`config.mk`:
```
export PLATFORM = sky130hd
export DESIGN_NAME = fetch_dec_buf_flat
export DESIGN_NICKNAME = d
export VERILOG_FILES = /design/src/rtl/fetch_dec_buf_if.sv /design/src/rtl/fetch_dec_buf.sv /design/src/flat_wrapper.sv
export SDC_FILE = /design/constraint.sdc
export NUM_CORES = 1
export LEC_CHECK = 0
export ABC_CLOCK_PERIOD_IN_PS = 4300
export CORE_ASPECT_RATIO = 1.5
export CORE_UTILIZATION = 54
export DETAILED_ROUTE_END_ITERATION = 6
export GPL_TIMING_DRIVEN = 0
export PLACE_DENSITY = 0.86
export RECOVER_POWER = 100
export SLEW_MARGIN = 0
export SYNTH_ARGS = -nofsm -noshare
export SYNTH_HDL_FRONTEND = slang
export SYNTH_SLANG_ARGS = --single-unit
```
`constraint.sdc`:
```
create_clock -name clk -period 4.3 [get_ports clk]
set_input_delay 0.86 -clock clk [delete_from_list [all_inputs] [get_ports clk]]
set_output_delay 0.86 -clock clk [all_outputs]
set_load 0.01 [all_outputs]
```
`src/rtl/fetch_dec_buf_if.sv`:
```
// Fetch-to-decode handshake bundle: ready/valid in and out, flush, and occupancy.
// FETCH_DEC_BUF_STATS_EN adds the stall_cycles / flush_drops statistics signals.
interface fetch_dec_buf_if #(
    parameter int DATA_W = 96
);
    logic              in_valid;
    logic              in_ready;
    logic [DATA_W-1:0] in_data;
    logic              out_valid;
    logic              out_ready;
    logic [DATA_W-1:0] out_data;
    logic              flush;
    logic [1:0]        count;
`ifdef FETCH_DEC_BUF_STATS_EN
    logic [31:0]       stall_cycles;
    logic [31:0]       flush_drops;

    modport master (
        output in_valid, in_data, out_ready, flush,
        input  in_ready, out_valid, out_data, count, stall_cycles, flush_drops
    );
    modport slave (
        input  in_valid, in_data, out_ready, flush,
        output in_ready, out_valid, out_data, count, stall_cycles, flush_drops
    );
`else
    modport master (
        output in_valid, in_data, out_ready, flush,
        input  in_ready, out_valid, out_data, count
    );
    modport slave (
        input  in_valid, in_data, out_ready, flush,
        output in_ready, out_valid, out_data, count
    );
`endif
endinterface

```
`src/rtl/fetch_dec_buf.sv`:
```
// Two-entry elastic buffer between fetch and decode with redirect flush.
// Optional statistics counters are enabled by FETCH_DEC_BUF_STATS_EN.
module fetch_dec_buf #(
    parameter int DATA_W = 96,
    parameter int DEPTH  = 2
) (
    input  logic            clk,
    input  logic            reset,
    fetch_dec_buf_if.slave  bus
);
    logic [DATA_W-1:0] mem_r [0:DEPTH-1];
    logic              wp_r;
    logic              rp_r;
    logic [1:0]        count_r;
    logic              push_s;
    logic              pop_s;

    // in_ready only looks at registered occupancy, so out_ready never reaches it
    assign bus.in_ready  = (count_r != 2'd2);
    assign bus.out_valid = (count_r != 2'd0);
    assign bus.out_data  = mem_r[rp_r];
    assign bus.count     = count_r;

    assign push_s = bus.in_valid && bus.in_ready && !bus.flush;
    assign pop_s  = bus.out_valid && bus.out_ready && !bus.flush;

    // Storage, pointers and occupancy; flush rewinds pointers but keeps stale data
    always_ff @(posedge clk or negedge reset) begin
        if (!reset) begin
            for (int i = 0; i < DEPTH; i++) begin
                mem_r[i] <= {DATA_W{1'b0}};
            end
            wp_r    <= 1'b0;
            rp_r    <= 1'b0;
            count_r <= 2'd0;
        end else if (bus.flush) begin
            wp_r    <= 1'b0;
            rp_r    <= 1'b0;
            count_r <= 2'd0;
        end else begin
            if (push_s) begin
                mem_r[wp_r] <= bus.in_data;
                wp_r        <= ~wp_r;
            end
            if (pop_s) begin
                rp_r <= ~rp_r;
            end
            count_r <= count_r + {1'b0, push_s} - {1'b0, pop_s};
        end
    end

`ifdef FETCH_DEC_BUF_STATS_EN
    logic [31:0] stall_cycles_r;
    logic [31:0] flush_drops_r;
    logic [2:0]  drop_amt_s;

    function automatic logic [31:0] sat_add(input logic [31:0] a, input logic [2:0] b);
        logic [32:0] sum;
        sum = {1'b0, a} + {30'd0, b};
        return sum[32] ? 32'hFFFF_FFFF : sum[31:0];
    endfunction

    // A flush discards the buffered entries plus any record handshaken in that cycle
    assign drop_amt_s = {1'b0, count_r} + {2'd0, (bus.in_valid && bus.in_ready)};

    // Saturating statistics; flush does not clear them
    always_ff @(posedge clk or negedge reset) begin
        if (!reset) begin
            stall_cycles_r <= 32'd0;
            flush_drops_r  <= 32'd0;
        end else begin
            if (bus.in_valid && !bus.in_ready && (stall_cycles_r != 32'hFFFF_FFFF)) begin
                stall_cycles_r <= stall_cycles_r + 32'd1;
            end
            if (bus.flush) begin
                flush_drops_r <= sat_add(flush_drops_r, drop_amt_s);
            end
        end
    end

    assign bus.stall_cycles = stall_cycles_r;
    assign bus.flush_drops  = flush_drops_r;
`endif
endmodule

```
`src/flat_wrapper.sv`:
```
// flat-port wrapper written by rule: the top's interface ports become plain ports
module fetch_dec_buf_flat 
#(
    parameter int DATA_W = 96,
    parameter int DEPTH  = 2
)
  (clk, reset, bus_in_valid, bus_in_data, bus_out_ready, bus_flush, bus_in_ready, bus_out_valid, bus_out_data, bus_count);
  fetch_dec_buf_if #(.DATA_W(DATA_W)) bus_i ();
  input  logic clk;
  input  logic reset;
  input wire logic [$bits(bus_i.in_valid)-1:0] bus_in_valid;
  input wire logic [$bits(bus_i.in_data)-1:0] bus_in_data;
  input wire logic [$bits(bus_i.out_ready)-1:0] bus_out_ready;
  input wire logic [$bits(bus_i.flush)-1:0] bus_flush;
  output wire logic [$bits(bus_i.in_ready)-1:0] bus_in_ready;
  output wire logic [$bits(bus_i.out_valid)-1:0] bus_out_valid;
  output wire logic [$bits(bus_i.out_data)-1:0] bus_out_data;
  output wire logic [$bits(bus_i.count)-1:0] bus_count;
  assign bus_i.in_valid = bus_in_valid;
  assign bus_i.in_data = bus_in_data;
  assign bus_i.out_ready = bus_out_ready;
  assign bus_i.flush = bus_flush;
  assign bus_in_ready = bus_i.in_ready;
  assign bus_out_valid = bus_i.out_valid;
  assign bus_out_data = bus_i.out_data;
  assign bus_count = bus_i.count;
  fetch_dec_buf #(.DATA_W(DATA_W), .DEPTH(DEPTH)) u_core (.clk(clk), .reset(reset), .bus(bus_i));
endmodule
```
Word-level counts from Yosys, hierarchy flattened

Cells that the tools add are included.

Logic and storage cells: 37
Input bits: 101
Output and inout port bits: 100
Bits in registers: 196

Equality and inequality tests: 1
Magnitude comparators: 3
Reductions and logical operators: 10
Mux-type cells: 11
Bitwise gates (word level): 5
Add/subtract/negate cells: 2

Operators by type and width:

| cell                                                                          | number |
|---|---|
| 96-bit two-way mux                                                            | 4 |
| 192-bit bitwise mux                                                           | 1 |
| 96-bit demux with 1-bit select                                                | 1 |
| 2-bit nonzero test                                                            | 3 |
| 1-bit logical AND                                                             | 5 |
| 2-bit >= comparator (second input constant)                                   | 2 |
| 1-bit two-way mux                                                             | 4 |
| 1-bit inverter with 2-bit output                                              | 2 |
| 1-bit inverter                                                                | 3 |
| 2-bit by 1-bit adder with 2-bit output                                        | 1 |
| 2-bit by 1-bit less-than comparator with 1-bit output (second input constant) | 1 |
| 2-bit two-way mux                                                             | 1 |
| 2-bit != test (second input constant)                                         | 1 |
| 2-bit AND reduction                                                           | 1 |
| 2-bit by 1-bit subtractor with 2-bit output                                   | 1 |
| 1-bit logical NOT                                                             | 1 |

Logic depth before layout (Yosys ltp)

Gate-level depths: netlist of the first run.

Depth in word-level cells: 6
Mapped depth: 7
Mapped depth without buffers: 7

Worst setup path before layout of the first run

No wires, ideal clock.

Path kind: register to output
From: register u_core.rp_r
To: output bus_out_data[32]
Data arrival time: 1.451 ns
Cell stages (with the launch flop): 5
Buffers on the path: 3
Required time: 3.440 ns
Setup slack: 1.989 ns
Cells stage by stage: dfrtp_1 > clkbuf_1 > clkbuf_1 > buf_2 > mux2_2

Cells in the longest elaborated chain, start to end: 4

Ends and longest elaborated chain:

| item                                                   | RTL line            | RTL |
|---|---|---|
| start: declaration                                     | fetch_dec_buf.sv:13 | `logic rp_r;` |
| start signal: assignment                               | fetch_dec_buf.sv:46 | `rp_r <= ~rp_r;` |
| 1-bit inverter with 2-bit output (not written as such) | fetch_dec_buf.sv:21 | `assign bus.out_data = mem_r[rp_r];` |
| 96-bit two-way mux (not written as such) (3 in series) | fetch_dec_buf.sv:21 |  |
| end: declaration                                       | flat_wrapper.sv:17  | `output wire logic [$bits(bus_i.out_data)-1:0] bus_out_data;` |

No other way between the ends. The select of a mux whose other input is x is not followed.

Worst setup path in the final report of the first run

From: register u_core.rp_r
To: output bus_out_data[44]

Same word-level chain as after synthesis.

==> reports/results.tsv, run 1 <==
metric	value	unit
route.detailed.wl_per_inst	19.52	um
yosys.area.top_type_share	0.5767	
drc	0	
synth_enable_flop_cells	0	
num-fill-cells	994	
vias	5247	
clockRootBuffer	clkbuf_16	
chipHeight	155.7	um
max_clock_freq	254.5	MHz
area_growth_syn_to_layout	32.38	%
standby_leakage_power	4.718	nW
htree_num_levels	4	
initial_core_util	0.5592	
insertion_delay	0.43	ns
clock_path_buffers	2	
tightest_slew	2.598	ns
postRouteWirelength	18.92	mm
cellPowerDensity	618.1	mW/mm2
synth_async_sr_flop_share	1.000	
iter_0_drt_violations	145	
hold_violations	0	
cts-resized-gates	0	
diodes	0	
worst_ep_arrival_time	3.07	ns
rsz0062_at_grt	false	
yosysWarnings	0	
layout_utilization	0.7403	
hold_ws	0.4836	ns
criticalPathCategory	flop to primary output	
hold-path-cell-count	1	
startpoint_type	flop	
finalClockSkew	0.01010	ns
vias_per_cell	5.415	
finalNetCount	860	
hp-class	flop to flop	
cp.required	3.44	ns
ys_types	23	
synth.avg_cell_area	15.81	um2
multi_input_comb_area	0.003373	mm2
design_power_total	6.958	mW
synthMostInstantiatedCell	mux2_2	
placedInstanceArea	0.01078	mm2
maximum_number_of_pins_on_one_net_before_global_route_repair	106	
tritoncts	built	
postSynthNetCount	641	
floorplan.die.width	104.5	um
globalRouteOverflowTotal	0	
globalplace.congestion	0.7709	
design.die.area	0.01627	mm2
antenna_left	0	
synthTopCellsByArea	dfrtp_1 58%, mux2_2 33%, mux2_1 5.3%	
ff2ff_path_depth	5	
detailedPlacementHpwl	13.58	mm
worst-r2r-setup-slack	1.08	ns
synthCells	538	
synth.largest_area_cell	dfrtp_1	
report.final.setup_viol	0	
power.ir.vdd_worst	0.3389	mV
track_usage	0.2475	
number_of_hold_repair_buffers_added_at_the_cts_stage	0	
post_synth_instance_area	0.008504	mm2
cap_viol_max_count	1	
post-route-period-util	0.9138	
violations	capacitance limit, slew limit	
numCtsBuffers	17	
result_of_the_run	complete, but fails checks	
synth_ff_type	dfrtp_1	
tritoncts_num_sinks	196	
min_cycle_time_layout	3.929	ns
drt-pass1-iter-count	4	
critical_path.max_fanout	10	
stdcell_area	0.01126	mm2
drive_above_1_share	0.3714	
clkSlewWorstSetupHoldPaths	0.07	ns
placement.io_buffers	199	
placeable_core_region	0.01521	mm2
sequential_area	0.004905	mm2
post_synthesis_sequential_area_ratio	0.5767	
vias_in_the_first_global_route	6059	
synth_common_cells	248 x mux2_2, 196 x dfrtp_1, 40 x mux2_1, 14 x buf_2, 7 x clkbuf_1	
final_max_slew_viol_count	105	
worst_slew_margin_rel	-0.7319	
ios	201	
grt_pass1_wl	30.96	mm
endpoint_kind	primary output	
postCtsSetupBuffers	0	
tns	0	ns
rows	55	
antenna_found_initial	0	
ys_ff_latch	196	
## metal layers
metal | wire (um) | global-route usage
met1 | 6963 | 0.2644
met2 | 10300 | 0.4576
met3 | 1123 | 0.07268
met4 | 533 | 0.09252
met5 | 0 | 0
## logic make-up (layout without fill, tap and decap cells)
| family | after synthesis | after routing | share of synthesized area |
|---|---|---|---|
| adder cells (fa/ha/maj) | 2 | 2 | 0.002942 |
| flip-flops | 196 | 196 | 0.5767 |
| XOR/XNOR | 3 | 3 | 0.003090 |
| multiplexers | 288 | 288 | 0.3813 |
| AND/OR/NAND/NOR | 10 | 10 | 0.01000 |
| AO/OA/AOI/OAI | 3 | 3 | 0.001765 |
| buffers and inverters | 36 | 268 | 0.02413 |
## path summary, 6_finish.rpt
kind                                           from                end
worst max-delay path                    u_core.rp_r   bus_out_data[44]
worst min-delay path              u_core.mem_r[159]  u_core.mem_r[159]
worst max register to register  u_core.bus.count[1]  u_core.mem_r[176]
worst min register to register    u_core.mem_r[159]  u_core.mem_r[159]
max in group asynchronous                     reset  u_core.mem_r[139]
min in group asynchronous                     reset  u_core.mem_r[161]
## stage by stage
step | setup WS (ns) | std cells
floorplan | 1.989 | 538
global placement | -5.095 | 936
detailed placement | 0.9729 | 937
CTS | 0.4864 | 969
global route | 0.1944 | 969
finish | 0.3706 | 969
## area by class of cell
cell class / instances / share of cell area
Multi-Input combinational cell: 306 / 0.2996
Timing Repair Buffer: 200 / 0.1789
Clock buffer: 20 / 0.03968
Tap cell: 199 / 0.02212
Inverter: 4 / 0.001334
Clock inverter: 12 / 0.01011
Sequential cell: 196 / 0.4357
Buffer: 32 / 0.01256
## cell usage in the layout (no fill, tap or decap), drive strengths merged
cell type	Yosys	layout
xnor2	1	1
nor3	1	1
dlygate4sd3	0	86
inv	4	9
mux2	288	288
ha	2	2
dfrtp	196	196
or2	1	1
o21ai	2	2
buf	25	6
nor2	3	3
clkbuf	7	48
clkinv	0	6
nor4	1	1
nand4b	1	1
nor2b	2	2
a21oi	1	1
clkdlybuf4s50	0	112
clkinvlp	0	1
xor2	2	2
or3	1	1
## worst max-delay path: stages (launching register included)
cell and delay [ns]:
dfrtp_1 0.32, clkbuf_1 0.36, clkbuf_1 0.48, clkbuf_1 0.58, mux2_2 0.41, clkdlybuf4s50_1 0.50
## report_power, final
| group | leakage, nW | internal, mW | switching [mW] |
|---|---|---|---|
| Sequential | 2.33 | 2.58 | 0.368 |
| Clock | 0.273 | 0.780 | 0.724 |
| Combinational | 2.12 | 1.56 | 0.955 |
| Total | 4.72 | 4.91 | 2.05 |
## sequential cells by signal (all words and copies together), names as in the netlist
signal / cells
u_core.bus.count: 2
u_core.mem_r: 192
u_core.rp_r: 1
u_core.wp_r: 1
No activity file was read; power rests on OpenSTA's default activity.
==> run 2: changes to the inputs <==
--- a/config.mk
+++ b/config.mk
@@ -10,7 +10,7 @@
 export CORE_UTILIZATION = 54
 export DETAILED_ROUTE_END_ITERATION = 6
 export GPL_TIMING_DRIVEN = 0
-export PLACE_DENSITY = 0.86
+export PLACE_DENSITY = 0.9
 export RECOVER_POWER = 100
 export SLEW_MARGIN = 0
 export SYNTH_ARGS = -nofsm -noshare
==> run 2 against run 1 <==
Against the previous run:
- the flow still finishes with violations (capacitance limit, slew limit)
- flip-flop and latch count is the same
- count of clock-buffer cells in the layout shrank 2
- die area is the same
- wire length grew 2.8%
- combinational power is essentially flat
- non-clock buffer count is the same
- clock power grew 8%
- largest cell class unchanged
- largest power group unchanged
==> reports/results.tsv, run 2 (same netlist as run 1, synthesis figures left out) <==
metric	value	unit
post-route-period-util	0.9108	
largest_reg_flops	192	
htree_num_levels	4	
rows	55	
min_cycle_time_layout	3.916	ns
ff2ff_path_depth	5	
antenna_found_initial	0	
insertion_delay	0.43	ns
layout_commonest_cell	mux2_2	
timing.rr.end	u_core.mem_r[160]	
criticalPathCategory	flop to primary output	
diodes	0	
iter_0_drt_violations	158	
vias_in_the_first_global_route	6133	
tritoncts_num_sinks	196	
area_growth_syn_to_layout	32.46	%
result_of_the_run	complete, but fails checks	
largest_register	u_core.mem_r	
detailedPlacementHpwl	14.08	mm
drt-pass1-iter-count	4	
hold_ws	0.4821	ns
drive_above_1_share	0.3701	
worstReg2RegStart	u_core.bus.count[1]	
tns	0	ns
ios	201	
layout.cells.most_common_list	245 x mux2_2, 196 x dfrtp_1, 102 x clkdlybuf4s50_1	
clockRootBuffer	clkbuf_16	
worst_slew_margin_rel	-0.2104	
worst-r2r-setup-slack	1.21	ns
placeable_core_region	0.01521	mm2
finalNetCount	860	
finalNonFillerCells	969	
cp.required	3.44	ns
dpl.cell_count	937	
number_of_hold_repair_buffers_added_at_the_cts_stage	0	
maximum_number_of_pins_on_one_net_before_global_route_repair	123	
hold_violations	0	
critical_path.max_fanout	10	
postCtsSetupBuffers	0	
postRouteWirelength	19.45	mm
clkSlewWorstSetupHoldPaths	0.07	ns
cap_viol_max_count	2	
cts-resized-gates	0	
tightest_slew	1.816	ns
globalplace.congestion	0.7381	
endpoint_kind	primary output	
worst_ep_arrival_time	3.06	ns
hold_critical_path_endpoint	u_core.mem_r[172]	
design_power_total	7.075	mW
track_usage	0.2536	
final_max_slew_viol_count	199	
cellPowerDensity	628.0	mW/mm2
design.die.area	0.01627	mm2
vias_per_cell	5.418	
report.final.setup_viol	0	
startpoint_type	flop	
drc	0	
antenna_left	0	
hold_path.startpoint	u_core.mem_r[172]	
grt_pass1_wl	31.53	mm
vias	5250	
clock_path_buffers	2	
hold-path-cell-count	1	
finalClockSkew	0.01257	ns
rsz0062_at_grt	false	
globalRouteOverflowTotal	0	
max_clock_freq	255.3	MHz
floorplan.die.width	104.5	um
placement.io_buffers	199	
tritoncts	built	
numCtsBuffers	17	
violations	capacitance limit, slew limit	
layout_utilization	0.7407	
hp-class	flop to flop	
chipHeight	155.7	um
standby_leakage_power	4.727	nW
initial_core_util	0.5592	
route.detailed.wl_per_inst	20.07	um
power.ir.vdd_worst	0.3828	mV
run 2: cell count changes in the layout (fill, tap and decap cells not counted), moves of 2 or more:
| cell | change |
|---|---|
| dlygate4sd3_1 | +10 |
| clkdlybuf4s50_1 | -10 |
| clkinv_2 | +2 |
| inv_6 | +4 |
| bufinv_16 | +2 |
| clkinv_4 | -5 |
| buf_6 | -2 |
run 2: area by class of cell:
type | count | area, um2
buffer | 32 | 125.1
clock buffer | 18 | 439.2
clock inverter | 14 | 163.9
fill | 988 | 3944
inverter | 4 | 15.01
multi-input combinational | 306 | 3373
sequential | 196 | 4905
tap | 199 | 249.0
timing repair buffer | 200 | 1994
run 2: worst max path at each step:
| stage | from | slack, ns | to |
|---|---|---|---|
| after global placement | reset | -4.91 | u_core.mem_r[165] |
| after detailed placement | u_core.rp_r | 0.97 | bus_out_data[33] |
| after floorplan | u_core.rp_r | 1.99 | bus_out_data[32] |
| after CTS | u_core.rp_r | 0.47 | bus_out_data[44] |
| after global routing | u_core.rp_r | 0.19 | bus_out_data[44] |
| final | u_core.rp_r | 0.38 | bus_out_data[44] |
run 2: per-layer routing:
layer	up-vias	GRT usage	part of all wire
li1	2366	-	-
met1	2706	0.2629	0.36
met2	149	0.4740	0.56
met3	29	0.08354	0.060
met4	0	0.08844	0.021
met5	-	0	0
run 2: stage by stage:
step,area [um2],setup slack [ns]
2_1_floorplan,8504,1.989
3_3_place_gp,10750,-4.911
3_5_place_dp,10780,0.9670
4_1_cts,11380,0.4723
5_1_grt,11260,0.1917
6_report,11260,0.3837
run 2: critical path, stage by stage (launching register included):
cell           delay, ns
dfrtp_1             0.33
clkbuf_1            0.38
clkbuf_1            0.50
clkbuf_2            0.40
mux2_2              0.38
dlygate4sd3_1       0.63
run 2: where the power goes:
| part | internal [mW] | switching [mW] |
|---|---|---|
| registers | 2.58 | 0.380 |
| clock network | 0.893 | 0.722 |
| logic | 1.54 | 0.968 |
==> run 3: changes to the inputs <==
--- a/config.mk
+++ b/config.mk
@@ -7,6 +7,7 @@
 export LEC_CHECK = 0
 export ABC_CLOCK_PERIOD_IN_PS = 4300
 export CORE_ASPECT_RATIO = 1.5
+export CORE_MARGIN = 1
 export CORE_UTILIZATION = 54
 export DETAILED_ROUTE_END_ITERATION = 6
 export GPL_TIMING_DRIVEN = 0
@@ -16,3 +17,4 @@
 export SYNTH_ARGS = -nofsm -noshare
 export SYNTH_HDL_FRONTEND = slang
 export SYNTH_SLANG_ARGS = --single-unit
+export TNS_END_PERCENT = 1
==> results of run 3 <==
No change in the layout: final DEF, timing and power equal those of run 2.
